File: src/rtl/pe_load_scheduler.sv
// Load/compute scheduler for one PE: steers depacketized words into the filter and
// ifmap scratchpads and launches one compute once a full filter and ifmap set are loaded.
module pe_load_scheduler #(
    parameter int DATA_WIDTH  = 24,
    parameter int FILTER_ROWS = 3,
    parameter int IFMAP_WORDS = 3
) (
    input  logic                  clk,
    input  logic                  rst,
    input  logic                  in_valid,
    output logic                  in_ready,
    input  logic [DATA_WIDTH-1:0] in_data,
    input  logic [1:0]            in_filter_row,
    input  logic                  in_ifmapb_filter,
    input  logic                  in_timestep,
    output logic                  filt_we,
    output logic [1:0]            filt_addr,
    output logic [DATA_WIDTH-1:0] filt_wdata,
    output logic                  ifm_we,
    output logic [1:0]            ifm_addr,
    output logic [DATA_WIDTH-1:0] ifm_wdata,
    output logic                  start,
    output logic                  start_timestep,
    input  logic                  done,
    output logic                  busy,
    output logic                  err_row,
    output logic                  err_ts
);
    localparam logic [2:0] ROW_LIMIT = 3'(FILTER_ROWS);
    localparam logic [2:0] IFM_FULL  = 3'(IFMAP_WORDS);
    localparam logic [3:0] ROW_ALL   = 4'((1 << FILTER_ROWS) - 1);

    typedef enum logic [1:0] {
        ST_LOAD  = 2'd0,
        ST_ARM   = 2'd1,
        ST_START = 2'd2,
        ST_WAIT  = 2'd3
    } state_e;

    state_e                state_q;
    logic [3:0]            filt_mask_q, filt_mask_d;
    logic [2:0]            ifm_cnt_q, ifm_cnt_d;
    logic                  exp_ts_q;
    logic                  filt_we_q, ifm_we_q, start_q, start_ts_q, busy_q;
    logic                  err_row_q, err_ts_q;
    logic [1:0]            filt_addr_q, ifm_addr_q;
    logic [DATA_WIDTH-1:0] filt_wdata_q, ifm_wdata_q;

    logic accept_s, filt_ok_s, row_bad_s, ifm_ok_s, ts_bad_s, load_full_s;

    assign in_ready = (state_q == ST_LOAD);
    assign accept_s = in_valid && in_ready;

    // Classify an accepted word: buffer write, error drop, or silent drop when the ifmap set is full.
    always_comb begin
        filt_ok_s = 1'b0;
        row_bad_s = 1'b0;
        ifm_ok_s  = 1'b0;
        ts_bad_s  = 1'b0;
        if (accept_s) begin
            if (in_ifmapb_filter) begin
                if ({1'b0, in_filter_row} < ROW_LIMIT) begin
                    filt_ok_s = 1'b1;
                end else begin
                    row_bad_s = 1'b1;
                end
            end else if (in_timestep != exp_ts_q) begin
                ts_bad_s = 1'b1;
            end else if (ifm_cnt_q < IFM_FULL) begin
                ifm_ok_s = 1'b1;
            end else begin
                ifm_ok_s = 1'b0;
            end
        end else begin
            filt_ok_s = 1'b0;
        end
    end

    // Post-accept view of the load progress; the completing word itself may trigger arming.
    always_comb begin
        filt_mask_d = filt_mask_q;
        ifm_cnt_d   = ifm_cnt_q;
        if (filt_ok_s) begin
            filt_mask_d = filt_mask_q | (4'b0001 << in_filter_row);
        end else begin
            filt_mask_d = filt_mask_q;
        end
        if (ifm_ok_s) begin
            ifm_cnt_d = ifm_cnt_q + 3'd1;
        end else begin
            ifm_cnt_d = ifm_cnt_q;
        end
    end

    assign load_full_s = ((filt_mask_d & ROW_ALL) == ROW_ALL) && (ifm_cnt_d == IFM_FULL);

    // Scheduler state machine with registered write strobes, launch pulse and status flags.
    always_ff @(posedge clk) begin
        if (rst) begin
            state_q      <= ST_LOAD;
            filt_mask_q  <= 4'd0;
            ifm_cnt_q    <= 3'd0;
            exp_ts_q     <= 1'b0;
            filt_we_q    <= 1'b0;
            filt_addr_q  <= 2'd0;
            filt_wdata_q <= {DATA_WIDTH{1'b0}};
            ifm_we_q     <= 1'b0;
            ifm_addr_q   <= 2'd0;
            ifm_wdata_q  <= {DATA_WIDTH{1'b0}};
            start_q      <= 1'b0;
            start_ts_q   <= 1'b0;
            busy_q       <= 1'b0;
            err_row_q    <= 1'b0;
            err_ts_q     <= 1'b0;
        end else begin
            filt_we_q  <= filt_ok_s;
            ifm_we_q   <= ifm_ok_s;
            if (filt_ok_s) begin
                filt_addr_q  <= in_filter_row;
                filt_wdata_q <= in_data;
            end
            if (ifm_ok_s) begin
                ifm_addr_q  <= ifm_cnt_q[1:0];
                ifm_wdata_q <= in_data;
            end
            err_row_q  <= err_row_q | row_bad_s;
            err_ts_q   <= err_ts_q | ts_bad_s;
            start_q    <= 1'b0;
            start_ts_q <= 1'b0;
            case (state_q)
                ST_LOAD: begin
                    filt_mask_q <= filt_mask_d;
                    ifm_cnt_q   <= ifm_cnt_d;
                    if (load_full_s) begin
                        state_q <= ST_ARM;
                        busy_q  <= 1'b1;
                    end else begin
                        state_q <= ST_LOAD;
                        busy_q  <= 1'b0;
                    end
                end
                // One idle cycle so the final buffer write lands before the engine starts.
                ST_ARM: begin
                    state_q    <= ST_START;
                    start_q    <= 1'b1;
                    start_ts_q <= exp_ts_q;
                    busy_q     <= 1'b1;
                end
                ST_START: begin
                    state_q <= ST_WAIT;
                    busy_q  <= 1'b1;
                end
                ST_WAIT: begin
                    if (done) begin
                        state_q   <= ST_LOAD;
                        ifm_cnt_q <= 3'd0;
                        exp_ts_q  <= ~exp_ts_q;
                        busy_q    <= 1'b0;
                    end else begin
                        state_q <= ST_WAIT;
                        busy_q  <= 1'b1;
                    end
                end
                default: begin
                    state_q <= ST_LOAD;
                    busy_q  <= 1'b0;
                end
            endcase
        end
    end

    assign filt_we        = filt_we_q;
    assign filt_addr      = filt_addr_q;
    assign filt_wdata     = filt_wdata_q;
    assign ifm_we         = ifm_we_q;
    assign ifm_addr       = ifm_addr_q;
    assign ifm_wdata      = ifm_wdata_q;
    assign start          = start_q;
    assign start_timestep = start_ts_q;
    assign busy           = busy_q;
    assign err_row        = err_row_q;
    assign err_ts         = err_ts_q;

endmodule

File: config.mk
export PLATFORM = sky130hd
export DESIGN_NAME = pe_load_scheduler
export DESIGN_NICKNAME = d
export VERILOG_FILES = /design/src/rtl/pe_load_scheduler.sv
export SDC_FILE = /design/constraint.sdc
export NUM_CORES = 1
export LEC_CHECK = 0
export ABC_AREA = 1
export CORE_MARGIN = 5
export CORE_UTILIZATION = 45
export DETAILED_ROUTE_END_ITERATION = 7
export PLACE_DENSITY = 0.8
export SYNTH_ARGS = -nofsm -noshare
export SYNTH_HDL_FRONTEND = slang
export SYNTH_SLANG_ARGS = --single-unit
File: constraint.sdc
create_clock -name clk -period 3.4 [get_ports clk]
set_clock_uncertainty 0.15 [all_clocks]
set_input_delay 0.34 -clock clk [delete_from_list [all_inputs] [get_ports clk]]
set_output_delay 0.34 -clock clk [all_outputs]
set_load 0.01 [all_outputs]
==> metrics.txt <==
# TYPE chip_impl_metric gauge
chip_impl_info{name="timing.critical_path.from_type",value="flip-flop"} 1
chip_impl_metric{name="detailed_place_hpwl",unit="µm"} 4500
chip_impl_metric{name="die_w",unit="µm"} 85.6
chip_impl_metric{name="max-cap-violations",unit=""} 0
chip_impl_metric{name="synthesis.instances",unit=""} 326
chip_impl_metric{name="final.min_clock_period",unit="ns"} 2.32
chip_impl_metric{name="top_level_ports",unit=""} 92
chip_impl_metric{name="worstPathArrival",unit="ns"} 2.43
chip_impl_metric{name="flop2flop_setup_slack",unit="ns"} 1.08
chip_impl_metric{name="synth-async-reset-ratio",unit="%"} 0
chip_impl_metric{name="design_area",unit="µm²"} 3740
chip_impl_metric{name="cts_post_setup_buffers_inserted",unit=""} 0
chip_impl_metric{name="crit_required",unit="ns"} 3.51
chip_impl_metric{name="final-max-slew-violation-count",unit=""} 0
chip_impl_metric{name="numCtsBuffers",unit=""} 9
chip_impl_metric{name="drive_above_1_share",unit="%"} 5.97
chip_impl_metric{name="nFillCells",unit=""} 467
chip_impl_metric{name="buffering_stage_count_on_the_worst_path_with_inverters_included",unit=""} 1
chip_impl_metric{name="timing.critical_path.slowest_cell_delay",unit="ns"} 0.42
chip_impl_info{name="tritoncts_clock_tree",value="yes"} 1
chip_impl_metric{name="dr_total_vias",unit=""} 2322
chip_impl_metric{name="routabilityCongestion",unit=""} 0.757
chip_impl_metric{name="grt_antenna_before_repair",unit=""} 0
chip_impl_metric{name="slew-limit-headroom",unit="%"} 62.9
chip_impl_metric{name="synth-seq-area-share",unit="%"} 53.0
chip_impl_info{name="worstSetupEndpointType",value="flip-flop"} 1
chip_impl_metric{name="p_leak",unit="µW"} 0.00150
chip_impl_metric{name="synth-edff-count",unit=""} 0
chip_impl_metric{name="layout_worst_path_cycle_share",unit="%"} 68.2
chip_impl_metric{name="route.detailed.vias_per_inst",unit=""} 4.73
chip_impl_metric{name="detailedRoute.firstIterationViolations",unit=""} 121
chip_impl_info{name="synth_commonest_cells",value="dfxtp_1, nor2_1, o21ai_0"} 1
chip_impl_info{name="crit_path_cell_trace",value="inv_1 -> ha_1 -> nand2_1 -> nor2_4 -> nand3_4 -> nand2_1 -> nand2_1 -> nor2_1 -> nand3_1 -> a21oi_1"} 1
chip_impl_metric{name="p_per_area",unit="nW/µm²"} 509
chip_impl_info{name="dominantRegCellSynth",value="dfxtp_1"} 1
chip_impl_metric{name="avgRoutedWirePerCell",unit="µm"} 12.7
chip_impl_info{name="regToRegEndpoint",value="busy"} 1
chip_impl_info{name="cp_top_family",value="simple AND/OR/NAND/NOR gates"} 1
chip_impl_metric{name="postRouteAntennaNets",unit=""} 0
chip_impl_metric{name="fin_setup_tns",unit="ns"} 0
chip_impl_metric{name="setup-violations-final",unit=""} 0
chip_impl_metric{name="clk_latency",unit="ns"} 0.33
chip_impl_info{name="timing_worst_setup_path_type",value="reg -> reg"} 1
chip_impl_info{name="cell_type_of_the_slowest_stage_on_the_worst_timing_path",value="nand3_4"} 1
chip_impl_info{name="cell_occurring_most_often_along_the_worst_timing_path",value="nand2_1"} 1
chip_impl_metric{name="antenna_cells_inserted",unit=""} 0
chip_impl_info{name="setup.worst_path.end",value="busy"} 1
chip_impl_metric{name="route.detailed.drc",unit=""} 0
chip_impl_metric{name="io_buffer_count",unit=""} 91
chip_impl_metric{name="fmax",unit="GHz"} 0.431
chip_impl_metric{name="number_of_standard_cell_rows_in_the_floorplan",unit=""} 27
chip_impl_metric{name="netlist_area",unit="µm²"} 2570
chip_impl_metric{name="worst-path-stages",unit=""} 10
chip_impl_info{name="post-synth-top-count-cell",value="dfxtp_1"} 1
chip_impl_metric{name="ctsLongestPathBuffers",unit=""} 2
chip_impl_info{name="critical_r2r_launch",value="state_q[1]"} 1
chip_impl_info{name="startpoint",value="state_q[1]"} 1
chip_impl_metric{name="post_cts.resized_instances",unit=""} 0
chip_impl_info{name="root_buffer",value="clkbuf_8"} 1
chip_impl_info{name="result_of_the_run",value="finished, final reports clean"} 1
chip_impl_info{name="synth.largest_area_cell",value="dfxtp_1"} 1
chip_impl_metric{name="detail_route.first_pass.iterations",unit=""} 4
chip_impl_metric{name="max-vdd-ir-drop",unit="V"} 0.000287
chip_impl_metric{name="grt_pass1_vias",unit=""} 2252
chip_impl_metric{name="cts.reportedPaths.clkPinSlew",unit="ns"} 0.07
chip_impl_metric{name="synth_area_per_cell",unit="µm²"} 7.88
chip_impl_metric{name="design.final.nets",unit=""} 452
chip_impl_metric{name="syn2layout_area_growth",unit="%"} 45.4
chip_impl_metric{name="initial_utilization",unit="%"} 46.4
chip_impl_metric{name="ys_warns",unit=""} 0
chip_impl_metric{name="holdBufCountCts",unit=""} 0
chip_impl_info{name="rsz_0062_raised_after_global_routing",value="no"} 1
chip_impl_metric{name="globalRouteTotalUtil",unit="%"} 17.5
chip_impl_metric{name="worstRegToRegCells",unit=""} 10
chip_impl_metric{name="synth_top_area_share",unit="%"} 53.0
chip_impl_metric{name="grt.overflow.total",unit=""} 0
chip_impl_metric{name="whs",unit="ns"} 0.291
chip_impl_metric{name="die_area",unit="µm²"} 7320
chip_impl_metric{name="first_pass_grt_wire_length",unit="µm"} 10400
chip_impl_info{name="hold_path.class",value="reg -> reg"} 1
chip_impl_metric{name="drt-total-wl",unit="µm"} 6230
chip_impl_metric{name="largest_net_degree_at_the_start_of_global_routing",unit=""} 55
chip_impl_metric{name="synth_cell_type_count",unit=""} 22
chip_impl_info{name="synth_top_cells_by_area",value="dfxtp_1, o21ai_0, nor2_1"} 1
chip_impl_metric{name="worst-path-max-fanout",unit=""} 54
chip_impl_metric{name="synth.net_count",unit=""} 364
chip_impl_metric{name="worstHoldPathCells",unit=""} 2
chip_impl_metric{name="postPlaceCellArea",unit="µm²"} 3520
chip_impl_metric{name="timing_hold_violations_final",unit=""} 0
chip_impl_metric{name="synth.ff_latch_count",unit=""} 68
chip_impl_metric{name="tritoncts_sinks",unit=""} 68
chip_impl_metric{name="worst_slew_pin_slew",unit="ns"} 0.555
chip_impl_metric{name="utilization",unit="%"} 67.4
chip_impl_metric{name="die_height",unit="µm"} 85.6
chip_impl_metric{name="floorplan.core_area",unit="µm²"} 5540
chip_impl_metric{name="h_tree_levels",unit=""} 3
area by class of cell:
type                       instances  area [µm²]  area share, %
clock inverter                     6        88.8           2.38
clock buffer                      10         128           3.42
timing repair buffer              93         926           24.8
tap                               72        90.1           2.41
multi-input combinational        197         973           26.1
sequential                        68        1360           36.4
inverter                          45         169           4.52
flip-flops by register name, indices dropped and copies added, names as in the netlist:
register        count
err_ts              1
busy                1
filt_mask_q         3
exp_ts_q            1
err_row             1
state_q             2
ifm_wdata          24
ifm_addr            2
ifm_we              1
ifm_cnt_q           3
start               1
filt_wdata         24
filt_we             1
start_timestep      1
filt_addr           2
cells in the final DEF (no fill, tap or decap):
cell,count
nor3_1,1
bufinv_16,2
nand3_4,1
nand3_1,2
nand3_2,1
clkbuf_8,9
clkdlybuf4s50_1,91
clkbuf_1,1
a21oi_2,1
dfxtp_1,68
a21oi_1,38
inv_1,44
clkinvlp_4,2
clkinv_4,1
a31oi_1,1
ha_1,6
or2_2,1
nor2_4,2
o21ai_0,53
nor2_1,60
buf_4,2
clkinv_2,1
nand2_4,1
inv_2,1
o21bai_1,1
nand2_1,25
nand4_1,3
where the power goes:
group          switching, µW  internal [µW]
logic                    151            157
registers               29.7            852
clock network            300            413
total                    481           1420
per-stage QoR:
step | setup WS (ns) | cells | total power, µW
floorplan | 1.66 | 326 | 1040
global placement | 1.05 | 475 | 1200
detailed placement | 1.01 | 475 | 1210
CTS | 1.07 | 491 | 1930
global route | 0.815 | 491 | 2000
finish | 1.08 | 491 | 1900
worst min path at each step:
stage                              start             end  slack [ns]
final                      ifm_wdata[21]   ifm_wdata[21]        0.29
after floorplan           filt_mask_q[1]  filt_mask_q[1]        0.27
after CTS                  ifm_wdata[21]   ifm_wdata[21]        0.29
after detailed placement   ifm_wdata[21]   ifm_wdata[21]        0.28
after global placement     ifm_wdata[21]   ifm_wdata[21]        0.28
after global routing       ifm_wdata[22]   ifm_wdata[22]        0.31
cells by family after synthesis:
| kind of cell | Yosys count | synth area share (%) |
|---|---|---|
| flip-flops | 68 | 53.0 |
| buffers and inverters | 61 | 9.11 |
| adder cells (fa/ha/maj) | 6 | 2.92 |
| AO/OA/AOI/OAI | 94 | 18.6 |
| AND/OR/NAND/NOR | 97 | 16.4 |
metal layers:
metal,track usage [%],part of all wire (%),vias up
met1,21.8,45,1024
met3,4.51,7.7,14
li1,-,-,1212
met2,28.7,45,72
met5,0,0,-
met4,7.48,2.2,0
worst min-delay path, stage by stage, from the launching register on:
cell	delay (ns)
dfxtp_1	0.31
inv_1	0.04
a21oi_1	0.05
No activity file was read; power rests on OpenSTA's default activity.
==> RTL edit 1 (same flow settings) <==
The parameter `DATA_WIDTH` goes from 24 to 12.
--- a/src/rtl/pe_load_scheduler.sv
+++ b/src/rtl/pe_load_scheduler.sv
@@ -1,7 +1,7 @@
 // Load/compute scheduler for one PE: steers depacketized words into the filter and
 // ifmap scratchpads and launches one compute once a full filter and ifmap set are loaded.
 module pe_load_scheduler #(
-    parameter int DATA_WIDTH  = 24,
+    parameter int DATA_WIDTH  = 12,
     parameter int FILTER_ROWS = 3,
     parameter int IFMAP_WORDS = 3
 ) (
Interface: changed (resized filt_wdata, ifm_wdata and in_data); port bits go from 92 to 56. No check against the original RTL was run, so the function may have changed too.
==> RTL edit 1 against the unedited design <==
Sequential cell count shrank 24; cell area shrank 35%; wire length is 34% lower; combinational power fell by 35%; first-iteration DRC count up 9.1%; global-route usage fell by 1.4 points; hold slack better by 3.7 ps; non-clock buffer count fell by 37; cell count down 34%; area after synthesis is 32% lower; total power is 39% lower; worst setup slack got worse by 14 ps; synthesized cell count fell by 32%; highest routed layer unchanged.
==> RTL edit 1: results (changes against the unedited design) <==
status: finished clean
fill count: 321 (-31%)
Clock Latency Late Sink: 290 ps (-40 ps)
PortBufs: 55 (-40%)
Avg WL per Cell: 12.6 um (-0.96%)
fraction of the mapped netlist area in adder cells: 4.28% (+1.4 points)
slew at the pin with the worst max-slew slack: 693 ps (+138 ps)
global-route wire length before repair: 6580 um (-37%)
synth top area cells: dfxtp_1, nor2_1, a21oi_1, inv_1, o21ai_0
Final nets: 303 (-33%)
CP max-delay cell: nand3_2
fraction of layout cells with a size suffix above 1: 5.40% (-0.57 points)
pre-CTS setup slack: 1030 ps (+16.0 ps)
leakage: 0.000990 uW (-34%)
compound-gate portion of the synthesized area: 17.0% (-1.6 points)
Cell Area, Placed: 2310 um^2 (-34%)
Final Wtd Congestion: 0.855 (+13%)
most frequent cells after synthesis: dfxtp_1, nor2_1, inv_1
vias in the first global route: 1460 (-35%)
HPWL after DPL: 3010 um (-33%)
initial drt markers: 132 (+9.1%)
vias per cell: 4.69 (-0.89%)
H-tree depth: 2 (-1)
crit-path max FO: 30 (-44%)
total clock buffers created by CTS: 5 (-4)
## RTL edit 1: changes by cell type after synthesis, moves of 2 or more
cell,change
nor2_1,-24
o21ai_1,+5
o21ai_0,-29
buf_6,+3
inv_1,-11
a21oi_1,-12
clkbuf_1,-8
buf_2,-2
dfxtp_1,-24
## RTL edit 1: cells by family after synthesis
| group | Yosys count |
|---|---|
| simple gates | 73 |
| compound gates | 58 |
| flops | 44 |
| buf+inv | 42 |
| fa+ha+maj | 6 |
## RTL edit 1: area by class of cell
cell class,count,share of cell area (%)
Timing Repair Buffer,56,23.0
Tap cell,48,2.48
Multi-Input combinational cell,137,28.5
Sequential cell,44,36.4
Inverter,33,5.12
Clock buffer,6,3.00
Clock inverter,2,1.45
## RTL edit 1: per-layer routing
| metal | global-route usage [%] | up-vias | part of all wire (%) |
|---|---|---|---|
| li1 | - | 810 | - |
| met5 | 0 | - | 0 |
| met3 | 3.32 | 9 | 4.1 |
| met2 | 25.8 | 36 | 47 |
| met1 | 20.4 | 673 | 46 |
| met4 | 8.40 | 0 | 2.9 |
## RTL edit 1: critical path, delay by kind of cell (launching register included)
kind / cells / cell delay, ps
buffers and inverters: 1 / 140
and+or+nand+nor: 7 / 1190
DFF: 1 / 340
adders and majority gates: 1 / 310
AOI/OAI and AO/OA: 1 / 140
## RTL edit 1: path summary, 6_finish.rpt
path	start	end	slack, ps	depth (start not counted)
worst max-delay path	state_q[1]	busy	1070	10
worst min-delay path	ifm_wdata[11]	ifm_wdata[11]	300	2
worst max register to register	state_q[1]	busy	1070	10
worst min register to register	ifm_wdata[11]	ifm_wdata[11]	300	2
## RTL edit 1: stage by stage
step                std cells  total power [uW]  hold slack [ps]  utilization (%)
floorplan                 223               680              274                -
global placement          318               776              284             62.3
detailed placement        318               780              285             62.3
CTS                       326              1160              298             65.2
global route              326              1210              328             65.2
finish                    326              1150              295             65.2
## RTL edit 1: power by group
group	total, uW	switching [uW]	internal (uW)
clock	386	168	218
sequential	568	19.2	549
combinational	201	102	99.3
total	1150	289	866
==> RTL edit 2 (same flow settings) <==
Without the edit above. The 4 states of `state_e` get a one-hot encoding in 4 bits.
--- a/src/rtl/pe_load_scheduler.sv
+++ b/src/rtl/pe_load_scheduler.sv
@@ -30,11 +30,11 @@
     localparam logic [2:0] IFM_FULL  = 3'(IFMAP_WORDS);
     localparam logic [3:0] ROW_ALL   = 4'((1 << FILTER_ROWS) - 1);
 
-    typedef enum logic [1:0] {
-        ST_LOAD  = 2'd0,
-        ST_ARM   = 2'd1,
-        ST_START = 2'd2,
-        ST_WAIT  = 2'd3
+    typedef enum logic [3:0] {
+        ST_LOAD  = 4'b0001,
+        ST_ARM   = 4'b0010,
+        ST_START = 4'b0100,
+        ST_WAIT  = 4'b1000
     } state_e;
 
     state_e                state_q;
Formal check against the unedited RTL: same outputs for any inputs over 10 cycles, from zero or initial values and one cycle with rst high; not proved beyond that.
==> RTL edit 2 against the unedited design <==
Area after synthesis increased by 2.3%; worst setup slack got worse by 88 ps; cell area increased by 0.94%; register-to-register slack got worse by 40 ps; wire length increased by 4.5%; total power decreased by 6.7%; sequential cell count increased by 2; global-route usage increased by 0.42 points; critical endpoint is now filt_addr[1]; largest power group unchanged.
==> RTL edit 2: results (changes against the unedited design) <==
status: finished clean
PortBufs: 91 (unchanged)
Clock Latency Late Sink: 330 ps (about the same)
Pre-Repair DR Iteration Count: 4 (unchanged)
total clock buffers created by CTS: 9 (unchanged)
global-route wire length before repair: 10600 um (+1.6%)
ant diodes: 0 (unchanged)
Setup Fix Bufs, Post-CTS: 0 (unchanged)
Final nets: 461 (+2.0%)
via count: 2493 (+7.4%)
Longest Clk Path Bufs: 2 (unchanged)
initial antenna violation count: 0 (unchanged)
largest net degree at the start of global routing: 49 (-11%)
leakage: 0.00149 uW (-0.45%)
Ys Warns: 0 (unchanged)
top_reg_cell synth: dfxtp_1
root buffer cell: clkbuf_8
HPWL after DPL: 4650 um (+3.2%)
Seq/Total Area, Yosys: 53.3% (+0.34 points)
fraction of layout cells with a size suffix above 1: 7.85% (+1.9 points)
Post-Syn Nets: 372 (+2.2%)
WP data arrival: 2460 ps (+30 ps)
maximum VDD drop: 0.000271 V (-5.7%)
slew at the pin with the worst max-slew slack: 725 ps (+170 ps)
initial drt markers: 102 (-16%)
synth top area cells: dfxtp_1, nor2_1, o21ai_0, nand2_1, a21oi_1
vias in the first global route: 2305 (+2.4%)
Final Wtd Congestion: 0.858 (+13%)
fill count: 481 (+3.0%)
synth unique cells: 25 (+14%)
pre-CTS setup slack: 717 ps (-297 ps)
Total GRT Usage: 17.9% (+0.42 points)
drt total wl: 6510 um (+4.5%)
Synth async-reset ratio: 0% (unchanged)
# resized after CTS: 0 (unchanged)
most frequent cells after synthesis: nor2_1, dfxtp_1, o21ai_0
Clock Pin Slew Worst Setup and Hold Paths: 70 ps (about the same)
Hold Path Class: register to register
crit-path max FO: 28 (-48%)
H-tree depth: 3 (unchanged)
[RTL edit 2: per-layer routing]
layer	vias up	global-route usage (%)	part of all wire, %
met1	1131	21.9	43
met2	88	28.9	45
li1	1264	-	-
met3	10	5.61	10
met4	0	8.07	1.7
met5	-	0	0
[RTL edit 2: stage by stage]
stage	instances	power (uW)	utilization, %	cell area (um^2)	hold WS [ps]
global placement	489	1140	64.2	3580	293
floorplan	339	1010	-	2630	286
global route	505	1860	67.7	3770	334
CTS	505	1790	67.7	3770	316
detailed placement	489	1150	64.2	3580	303
finish	505	1780	67.7	3770	310
[RTL edit 2: cells by family (layout without fill, tap and decap cells)]
logic type | Yosys count | in the layout | synth area share (%)
adders and majority gates | 1 | 1 | 0.476
AOI/OAI and AO/OA | 66 | 66 | 12.9
DFF | 70 | 70 | 53.3
and+or+nand+nor | 165 | 165 | 27.5
buffers and inverters | 37 | 131 | 5.76
[RTL edit 2: path summary, 6_finish.rpt]
| check | from | endpoint | slack [ps] | cells after the start |
|---|---|---|---|---|
| min reg2reg | err_row | err_row | 310 | 2 |
| min | err_row | err_row | 310 | 2 |
| max | in_filter_row[0] | filt_addr[1] | 990 | 6 |
| max reg2reg | state_q[2] | filt_addr[1] | 1040 | 7 |
[RTL edit 2: area by class of cell]
class | count | area [um^2] | area share [%]
well taps | 72 | 90.1 | 2.39
clock inverters | 3 | 43.8 | 1.16
repair buffers | 94 | 933 | 24.8
inverters | 21 | 78.8 | 2.09
multi-input cells | 232 | 1070 | 28.5
flip-flops and latches | 70 | 1400 | 37.2
clock buffers | 13 | 149 | 3.95
[RTL edit 2: worst max-delay path, cell delays in order]
cell             delay, ps
clkdlybuf4s50_1        560
a21oi_2                120
nand3_4                250
clkinv_1               650
o21ai_0                450
a21oi_1                 60
[RTL edit 2: power by group]
part           leakage (uW)  switching (uW)  internal [uW]  total (uW)
sequential         0.000572            22.1            861         883
clock             0.0000976             289            360         649
combinational      0.000822             115            129         244
total               0.00149             426           1350        1780
